==> src/rtl/out_port_receiver_if.sv <==
// Bus between the processor's OUT port, the receive FIFO and its downstream consumer.
// The slave modport is the receiver; the master modport is the producer/consumer side.
interface out_port_receiver_if #(
    parameter int DATA_WIDTH = 16,
    parameter int DEPTH      = 8
);
    localparam int CW = $clog2(DEPTH) + 1;

    logic [DATA_WIDTH-1:0] outPortData;
    logic                  outSignalEn;
    logic [DATA_WIDTH-1:0] rxData;
    logic                  rxValid;
    logic                  rxReady;
    logic [CW-1:0]         count;
    logic                  almostFull;
    logic                  overflow;
    logic [7:0]            dropCount;
    logic                  clearOverflow;

    modport slave (
        input  outPortData, outSignalEn, rxReady, clearOverflow,
        output rxData, rxValid, count, almostFull, overflow, dropCount
    );

    modport master (
        output outPortData, outSignalEn, rxReady, clearOverflow,
        input  rxData, rxValid, count, almostFull, overflow, dropCount
    );
endinterface

==> src/rtl/out_port_receiver.sv <==
// Receive FIFO for the processor's OUT port: strobed writes in, valid/ready reads out,
// with occupancy, almost-full and sticky overflow / saturating drop-count status.
module out_port_receiver #(
    parameter int DATA_WIDTH  = 16,
    parameter int DEPTH       = 8,
    parameter int ALMOST_FULL = 6
) (
    input  logic                  clk,
    input  logic                  reset,
    out_port_receiver_if.slave    bus
);
    localparam int PW = $clog2(DEPTH);
    localparam int CW = PW + 1;
    localparam logic [CW-1:0] DEPTH_C = CW'(DEPTH);
    localparam logic [CW-1:0] AF_C    = CW'(ALMOST_FULL);

    logic [DATA_WIDTH-1:0] mem [DEPTH];
    logic [PW-1:0]         rdPtr;
    logic [PW-1:0]         wrPtr;
    logic [CW-1:0]         count;
    logic                  overflow;
    logic [7:0]            dropCount;

    logic full;
    logic nonEmpty;
    logic pop;
    logic push;
    logic drop;

    function automatic logic [7:0] sat_inc(input logic [7:0] v);
        return (v == 8'hFF) ? v : v + 8'd1;
    endfunction

    // A full FIFO still accepts a word when the head leaves in the same cycle.
    always_comb begin
        full     = (count == DEPTH_C);
        nonEmpty = (count != '0);
        pop      = nonEmpty && bus.rxReady;
        push     = bus.outSignalEn && (!full || pop);
        drop     = bus.outSignalEn && full && !pop;
    end

    always_ff @(posedge clk) begin
        if (push && !reset) begin
            mem[wrPtr] <= bus.outPortData;
        end
    end

    always_ff @(posedge clk) begin
        if (reset) begin
            rdPtr     <= '0;
            wrPtr     <= '0;
            count     <= '0;
            overflow  <= 1'b0;
            dropCount <= 8'd0;
        end else begin
            if (push) begin
                wrPtr <= wrPtr + PW'(1);
            end
            if (pop) begin
                rdPtr <= rdPtr + PW'(1);
            end
            case ({push, pop})
                2'b10:   count <= count + CW'(1);
                2'b01:   count <= count - CW'(1);
                default: count <= count;
            endcase
            // A drop in the same cycle as a clear leaves a fresh count of one.
            if (drop) begin
                overflow  <= 1'b1;
                dropCount <= bus.clearOverflow ? 8'd1 : sat_inc(dropCount);
            end else if (bus.clearOverflow) begin
                overflow  <= 1'b0;
                dropCount <= 8'd0;
            end
        end
    end

    always_comb begin
        bus.rxValid    = nonEmpty;
        bus.rxData     = nonEmpty ? mem[rdPtr] : '0;
        bus.count      = count;
        bus.almostFull = (count >= AF_C);
        bus.overflow   = overflow;
        bus.dropCount  = dropCount;
    end
endmodule

==> src/flat_wrapper.sv <==
// flat-port wrapper written by rule: the top's interface ports become plain ports
module out_port_receiver_flat 
#(
    parameter int DATA_WIDTH  = 16,
    parameter int DEPTH       = 8,
    parameter int ALMOST_FULL = 6
)
  (clk, reset, bus_outPortData, bus_outSignalEn, bus_rxReady, bus_clearOverflow, bus_rxData, bus_rxValid, bus_count, bus_almostFull, bus_overflow, bus_dropCount);
  out_port_receiver_if #(.DATA_WIDTH(DATA_WIDTH), .DEPTH(DEPTH)) bus_i ();
  input  logic clk;
  input  logic reset;
  input wire logic [$bits(bus_i.outPortData)-1:0] bus_outPortData;
  input wire logic [$bits(bus_i.outSignalEn)-1:0] bus_outSignalEn;
  input wire logic [$bits(bus_i.rxReady)-1:0] bus_rxReady;
  input wire logic [$bits(bus_i.clearOverflow)-1:0] bus_clearOverflow;
  output wire logic [$bits(bus_i.rxData)-1:0] bus_rxData;
  output wire logic [$bits(bus_i.rxValid)-1:0] bus_rxValid;
  output wire logic [$bits(bus_i.count)-1:0] bus_count;
  output wire logic [$bits(bus_i.almostFull)-1:0] bus_almostFull;
  output wire logic [$bits(bus_i.overflow)-1:0] bus_overflow;
  output wire logic [$bits(bus_i.dropCount)-1:0] bus_dropCount;
  assign bus_i.outPortData = bus_outPortData;
  assign bus_i.outSignalEn = bus_outSignalEn;
  assign bus_i.rxReady = bus_rxReady;
  assign bus_i.clearOverflow = bus_clearOverflow;
  assign bus_rxData = bus_i.rxData;
  assign bus_rxValid = bus_i.rxValid;
  assign bus_count = bus_i.count;
  assign bus_almostFull = bus_i.almostFull;
  assign bus_overflow = bus_i.overflow;
  assign bus_dropCount = bus_i.dropCount;
  out_port_receiver #(.DATA_WIDTH(DATA_WIDTH), .DEPTH(DEPTH), .ALMOST_FULL(ALMOST_FULL)) u_core (.clk(clk), .reset(reset), .bus(bus_i));
endmodule
==> config.mk <==
export PLATFORM = sky130hd
export DESIGN_NAME = out_port_receiver_flat
export DESIGN_NICKNAME = d
export VERILOG_FILES = /design/src/rtl/out_port_receiver_if.sv /design/src/rtl/out_port_receiver.sv /design/src/flat_wrapper.sv
export SDC_FILE = /design/constraint.sdc
export NUM_CORES = 1
export LEC_CHECK = 0
export ABC_AREA = 0
export CELL_PAD_IN_SITES_DETAIL_PLACEMENT = 1
export CELL_PAD_IN_SITES_GLOBAL_PLACEMENT = 1
export CORE_ASPECT_RATIO = 1.25
export CORE_UTILIZATION = 40
export CTS_BUF_LIST = sky130_fd_sc_hd__clkbuf_8
export DETAILED_ROUTE_END_ITERATION = 16
export PLACE_DENSITY = 0.66
export SETUP_SLACK_MARGIN = 0.05
export SYNTH_ARGS = -nofsm -noshare
export SYNTH_HDL_FRONTEND = slang
export SYNTH_SLANG_ARGS = --single-unit
export TNS_END_PERCENT = 30
==> constraint.sdc <==
create_clock -name clk -period 3.5 [get_ports clk]
set_input_delay 0.35 -clock clk [delete_from_list [all_inputs] [get_ports clk]]
set_output_delay 0.35 -clock clk [all_outputs]
set_load 0.1 [all_outputs]
# Word level (Yosys, flattened, before mapping)
# Memory sizes are Yosys's and may differ from the RTL's. A register that Yosys moved wholly into a read port is not among the register bits.
# Index checks and enable logic that the tools add are counted.
[totals]
mem_count = 1
regBits = 19
elab_cells = 42
ram_bits = 128
[memory_table]
columns = ["memory", "depth", "width", "rd", "rd_ports_with_merged_regs", "wr", "line_no", "text"]
rows = [
  ["u_core.mem", 8, 16, 1, 1, 1, "out_port_receiver.sv:17", "logic [DATA_WIDTH-1:0] mem [DEPTH];"],
]
[op_classes]
n_addsub = 5
reduce_logical = 13
magnitude_cmp = 1
n_mux = 12
n_eq_ne = 5
[ops]
columns = ["operator", "n"]
rows = [
  ["$mux W8", 4],
  ["$mux W16", 1],
  ["$add A8 B1 Y8 const B", 1],
  ["$eq A8 B8 Y1 const B", 1],
  ["$pmux W4 S2", 1],
  ["$add A3 B1 Y3 const B", 2],
  ["$mux W3", 2],
  ["$logic_and A1 B1 Y1", 5],
  ["$add A4 B1 Y4 const B", 1],
  ["$eq A4 B4 Y1 const B", 1],
  ["$ge A4 B3 Y1 const B", 1],
  ["$mux W1", 4],
  ["$reduce_bool A2 Y1", 2],
  ["$reduce_bool A4 Y1", 1],
  ["$sub A4 B1 Y4 const B", 1],
  ["$logic_not A1 Y1", 3],
  ["$eq A2 B1 Y1 const B", 1],
  ["$eq A2 B2 Y1 const B", 1],
  ["$ne A2 B2 Y1 const B", 1],
  ["$reduce_and A2 Y1", 1],
  ["$logic_or A1 B1 Y1", 1],
]

# Longest topological paths before layout
[logic_depth]
depth_word = 7
ltp_mapped = 13

# Least setup slack after synthesis
# OpenSTA, ideal clock, no wires.
[synth_timing]
kind = "register to register"
start = "register u_core.count[2], in the netlist u_core.bus.count[2]"
end = "memory u_core.mem[0][0] (enable)"
stages_incl_launch_ff = 5
n_path_buf = 0
period_less_slack_ns = 3.865
arrival_ns = 3.435
slack_ns = -0.365
cell_sequence = "dfxtp_1 -> or3_4 -> o21ai_1 -> or2_2 -> nor4_1"
[synth_via]
elab_chain_len = 7
word_cells_on_any_way = 9
classes_between = "eq/ne: 1; mux: 2; reduce/logical: 6"
[synth_lines]
columns = ["item", "line_no", "text"]
rows = [
  ["start, declared", "out_port_receiver.sv:20", "logic [CW-1:0] count;"],
  ["start signal, assigned", "out_port_receiver.sv:64", "2'b10: count <= count + CW'(1);"],
  ["start signal, assigned", "out_port_receiver.sv:65", "2'b01: count <= count - CW'(1);"],
  ["start signal, assigned", "out_port_receiver.sv:66", "default: count <= count;"],
  ["$eq A4 B4 Y1 / $reduce_bool A4 Y1 (equally long branches)", "out_port_receiver.sv:36, out_port_receiver.sv:37", ""],
  ["$logic_not A1 Y1 / $logic_and A1 B1 Y1 (equally long branches)", "out_port_receiver.sv:39, out_port_receiver.sv:38", ""],
  ["$logic_or A1 B1 Y1 *", "out_port_receiver.sv:39", "push = bus.outSignalEn && (!full || pop);"],
  ["$logic_and A1 B1 Y1 *", "out_port_receiver.sv:39", ""],
  ["$logic_and A1 B1 Y1 *", "out_port_receiver.sv:44", "if (push && !reset) begin"],
  ["$mux W1 *", "out_port_receiver.sv:44", ""],
  ["$mux W1 (implied by the code) *", "out_port_receiver.sv:45", "mem[wrPtr] <= bus.outPortData;"],
  ["end, declared", "out_port_receiver.sv:17", ""],
]
# Mark *: on every way between the ends. The rest lies on a longest branch, timed or not.

# Worst setup path in the final report
[layout_timing]
start = "register u_core.count[1], in the netlist u_core.bus.count[1]"
end = "register u_core.count[2], in the netlist u_core.bus.count[2]"
[layout_via]
elab_chain_len = 6
word_cells_on_any_way = 12
classes_between = "add/sub: 2; eq/ne: 3; mux: 1; reduce/logical: 6"
[layout_lines]
columns = ["item", "line_no", "text"]
rows = [
  ["$eq A4 B4 Y1 / $reduce_bool A4 Y1 (equally long branches)", "out_port_receiver.sv:36, out_port_receiver.sv:37", ""],
  ["$logic_not A1 Y1 / $logic_and A1 B1 Y1 (equally long branches)", "out_port_receiver.sv:39, out_port_receiver.sv:38", ""],
  ["$logic_or A1 B1 Y1", "out_port_receiver.sv:39", ""],
  ["$logic_and A1 B1 Y1", "out_port_receiver.sv:39", ""],
  ["$eq A2 B1 Y1 / $eq A2 B2 Y1 (equally long branches)", "out_port_receiver.sv:63", "case ({push, pop})"],
  ["$pmux W4 S2 / $reduce_bool A2 Y1 (equally long branches)", "-", ""],
]
# Parallel ways exist; a longest one is shown, timed or not.
# A chain may end at the register's enable or synchronous reset.

==> impl_summary.md <==
Floorplan
The area of the die is 15,500 sq um. In this run the core area contains 49 standard-cell rows. The die outline width is 112 um. The total area inside the core boundary comes to 14,500 sq um.

In this run the vertical extent of the chip is 139 um. For this configuration, the core starts out at a cell density of 0.414. 52 I/O pins were placed.

CTS
The H-tree level count is 4. The count of instances resized after the clock tree is built is 0. The buffer levels on the longest clock path is 2. The CTS tree is built. Clock-pin slew was measured on the worst setup and hold paths at 80 ps.

The clock latency at the later pin of the worst-skew pair is 440 ps. Clock tree synthesis selected as its root buffer the cell clkbuf_8. The clock drives 150 sinks. The number of buffers added to fix hold violations after cts is 0.

In this run the post-CTS setup repair buffer count came out at 0. Buffers inserted during clock tree synthesis total 17.

Outcome
The flow ran to the end, but the final reports show violations. The checks that failed: design-rule violations.

Power
The share of total power dissipated in sequential elements is 0.373. The overall power is 5.59 mW. The worst-case IR drop observed on VDD is 0.604 mV. Dividing total power by cell area gives a power density of 778 nW/um^2. Of the total power, the share spent switching nets is 0.407.

The share of total power in the clock network is 0.244. For this design the total switching power over the nets is 2.27 mW. The leakage power is 2.32 nW. The total internal power is 3.31 mW. Of the total power, combinational logic draws 0.384.

Timing
The final sum of negative setup slack is 0 ps. The worst clock skew is 7.79 ps. The count of final setup violators is 0. The number of slew-limit violations in the final report was 0. The worst pin sits at a relative slew slack of 0.349. For this run, the top clock speed supported by timing is 347 MHz.

The fraction of the cycle the final worst path needs is 0.823. The final number of hold-violating endpoints is 0. Setup repair after global routing left no endpoint under its margin. The final hold slack is 484 ps. The minimum clock period after layout is 2880 ps. The slew of the pin with the lowest slew margin is 972 ps.

GRT
In the global route stage, overall resource usage came out at 0.176. The total overflow reported by the global router is 0. The first global-routing pass estimated 19,900 um of wire. The maximum number of pins on one net before global-route repair is 22. The number of global-route vias before repair is 3,547. The initial antenna violation count is 0.

Routing
The first detailed-routing pass took 10 iterations. The number of vias after detailed routing is 3,224. Once detail routing completed, the nets flagged for antenna violations numbered 0. After detailed routing, the number of vias per cell comes to 5.40.

The routed wire length is 12,700 um. The routed length per placed instance is 21.3 um. The detailed-route DRC error count is 5.

The starting DRC count in detailed routing is 185.

Logic synthesis
The yosys synthesis warning count is 0. Counting flops with a built-in enable in the synthesized netlist gives 128. The post-synthesis cell area is 6010 sq um. Dividing the synthesized area by the synthesized cell count gives 18.0 sq um. In the synthesized netlist, the number of instances is 335. For this run, the register share of the synthesized area comes to 0.712. Among all flip-flop cells after synthesis, the most frequent one is edfxtp_1. The number of distinct library cells after synthesis is 46. Counting flops with an async set or reset pin after synthesis yields a share of 0. After synthesis the netlist holds a flip-flop and latch count of 150. The net count after synthesis is 362.

Setup path
The worst endpoint data arrival time is 3250 ps. The worst-path maximum fanout is 17. For the worst flop-to-flop path, the logic depth is 11. The worst setup path is captured at a flop. For the worst setup path, the data required time is 3870 ps.

The worst setup path is of the reg -> reg kind. The nature of the critical path startpoint is a flop.

Place
The estimated wirelength of the detail-placed design is 8250 um. Buffers placed on the I/O ports in this run total 51. The placer's final routability congestion estimate is 0.709.

Min path
The path class of the tightest hold or removal check is reg -> reg. The hold-critical path depth is 2.

Cells and area
The net total in the final layout is 434. Of the cells placed in the final design, the portion with a size suffix greater than 1 is 0.258. The filler cells instantiated in the layout total 1,371. Relative to the synthesized area, the layout overhead comes to 19.5%. The number of diodes added for antenna fixing is 0. Once layout is complete, the utilization of the core stands at 0.495.

Job
Across the run, the number of max-cap violations was 0.
==> metrics by stage <==
step / setup WS (ps) / cell area (sq um) / instances
detailed placement: 608 / 6790 / 566
global placement: 671 / 6790 / 566
floorplan: -46.6 / 6020 / 335
CTS: 582 / 7190 / 597
global route: 442 / 7190 / 597
finish: 621 / 7190 / 597
==> cells in the final DEF, fill, tap and decap left out, types with 4 or more instances in the layout <==
master	instances
edfxtp_1	128
nor2_1	34
clkdlybuf4s50_1	34
buf_4	34
mux4_2	32
dfxtp_1	21
mux2i_1	19
clkbuf_8	17
a21oi_1	11
nand3_1	6
ha_1	6
xor2_1	5
nand2_1	5
nor2b_1	4
clkinv_2	4
clkinv_1	4
bufinv_16	4
==> power by group through the flow <==
stage	clock (mW)	combinational [mW]	sequential, mW
3_3_place_gp	0	2.15	2.12
3_5_place_dp	0	2.17	2.12
4_1_cts	1.40	2.18	2.08
2_1_floorplan	0	1.60	2.22
5_1_grt	1.45	2.25	2.09
6_report	1.36	2.14	2.08
==> area by class of cell <==
cell class                 count  area [sq um]  area share
sequential                   150          4290       0.596
inverter                       3          11.3     0.00157
timing repair buffer          68           596      0.0829
clock inverter                14           166      0.0232
multi-input combinational    167          1670       0.233
tap                          178           223      0.0310
clock buffer                  17           234      0.0326
==> metal layers <==
metal  global-route usage  wire length, um
met1                0.209             5390
met2                0.308             6760
met3               0.0468              446
met4               0.0555              121
met5                    0                0
==> kinds of logic (layout without fill, tap and decap cells) <==
kind of cell             count (synthesis)  count (layout)  share of synthesized area
flip-flops                             150             150                      0.712
buffers and inverters                   18             102                     0.0148
XOR/XNOR                                 6               6                    0.00999
adder cells (fa/ha/maj)                  6               6                     0.0125
AND/OR/NAND/NOR                         75              75                     0.0668
AO/OA/AOI/OAI                           28              28                     0.0302
multiplexers                            52              52                      0.153
==> synth_stat cells (3+ instances only) <==
master    instances  area [sq um]
edfxtp_1        128          3840
nor2_1           34           128
mux4_2           32           721
dfxtp_1          22           440
mux2i_1          19           190
a21oi_1          11          55.1
ha_1              6          75.1
nand3_1           6          30.0
buf_2             5          25.0
clkbuf_1          5          18.8
nand2_1           5          18.8
xor2_1            5          43.8
nor2b_1           4          25.0
buf_1             3          11.3
o21ai_0           3          15.0
or2_2             3          18.8
or3_1             3          18.8
or4_1             3          22.5
==> state kept, by name, indices dropped and copies added, names as in the netlist, named ones only <==
name,count
u_core.bus.count,4
u_core.wrPtr,3
u_core.rdPtr,3
u_core.bus.dropCount,8
u_core.bus.overflow,1
u_core.mem,128
==> critical path: stages (launching register included) <==
cell and delay (ps):
dfxtp_1 410, or3_4 450, nor2_8 320, inv_2 80, and2_1 240, ha_1 270
xor2_1 170, ha_1 190, a21oi_1 140, xor2_1 90, or3_1 310, a21oi_1 140
==> final timing paths <==
| kind | start | to | slack, ps |
|---|---|---|---|
| worst max-delay path | u_core.bus.count[1] | u_core.bus.count[2] | 620 |
| worst min-delay path | u_core.bus.overflow | u_core.bus.overflow | 480 |
| worst max register to register | u_core.bus.count[1] | u_core.bus.count[2] | 620 |
| worst min register to register | u_core.bus.overflow | u_core.bus.overflow | 480 |
Note: power is estimated with default switching activity, not from simulation.
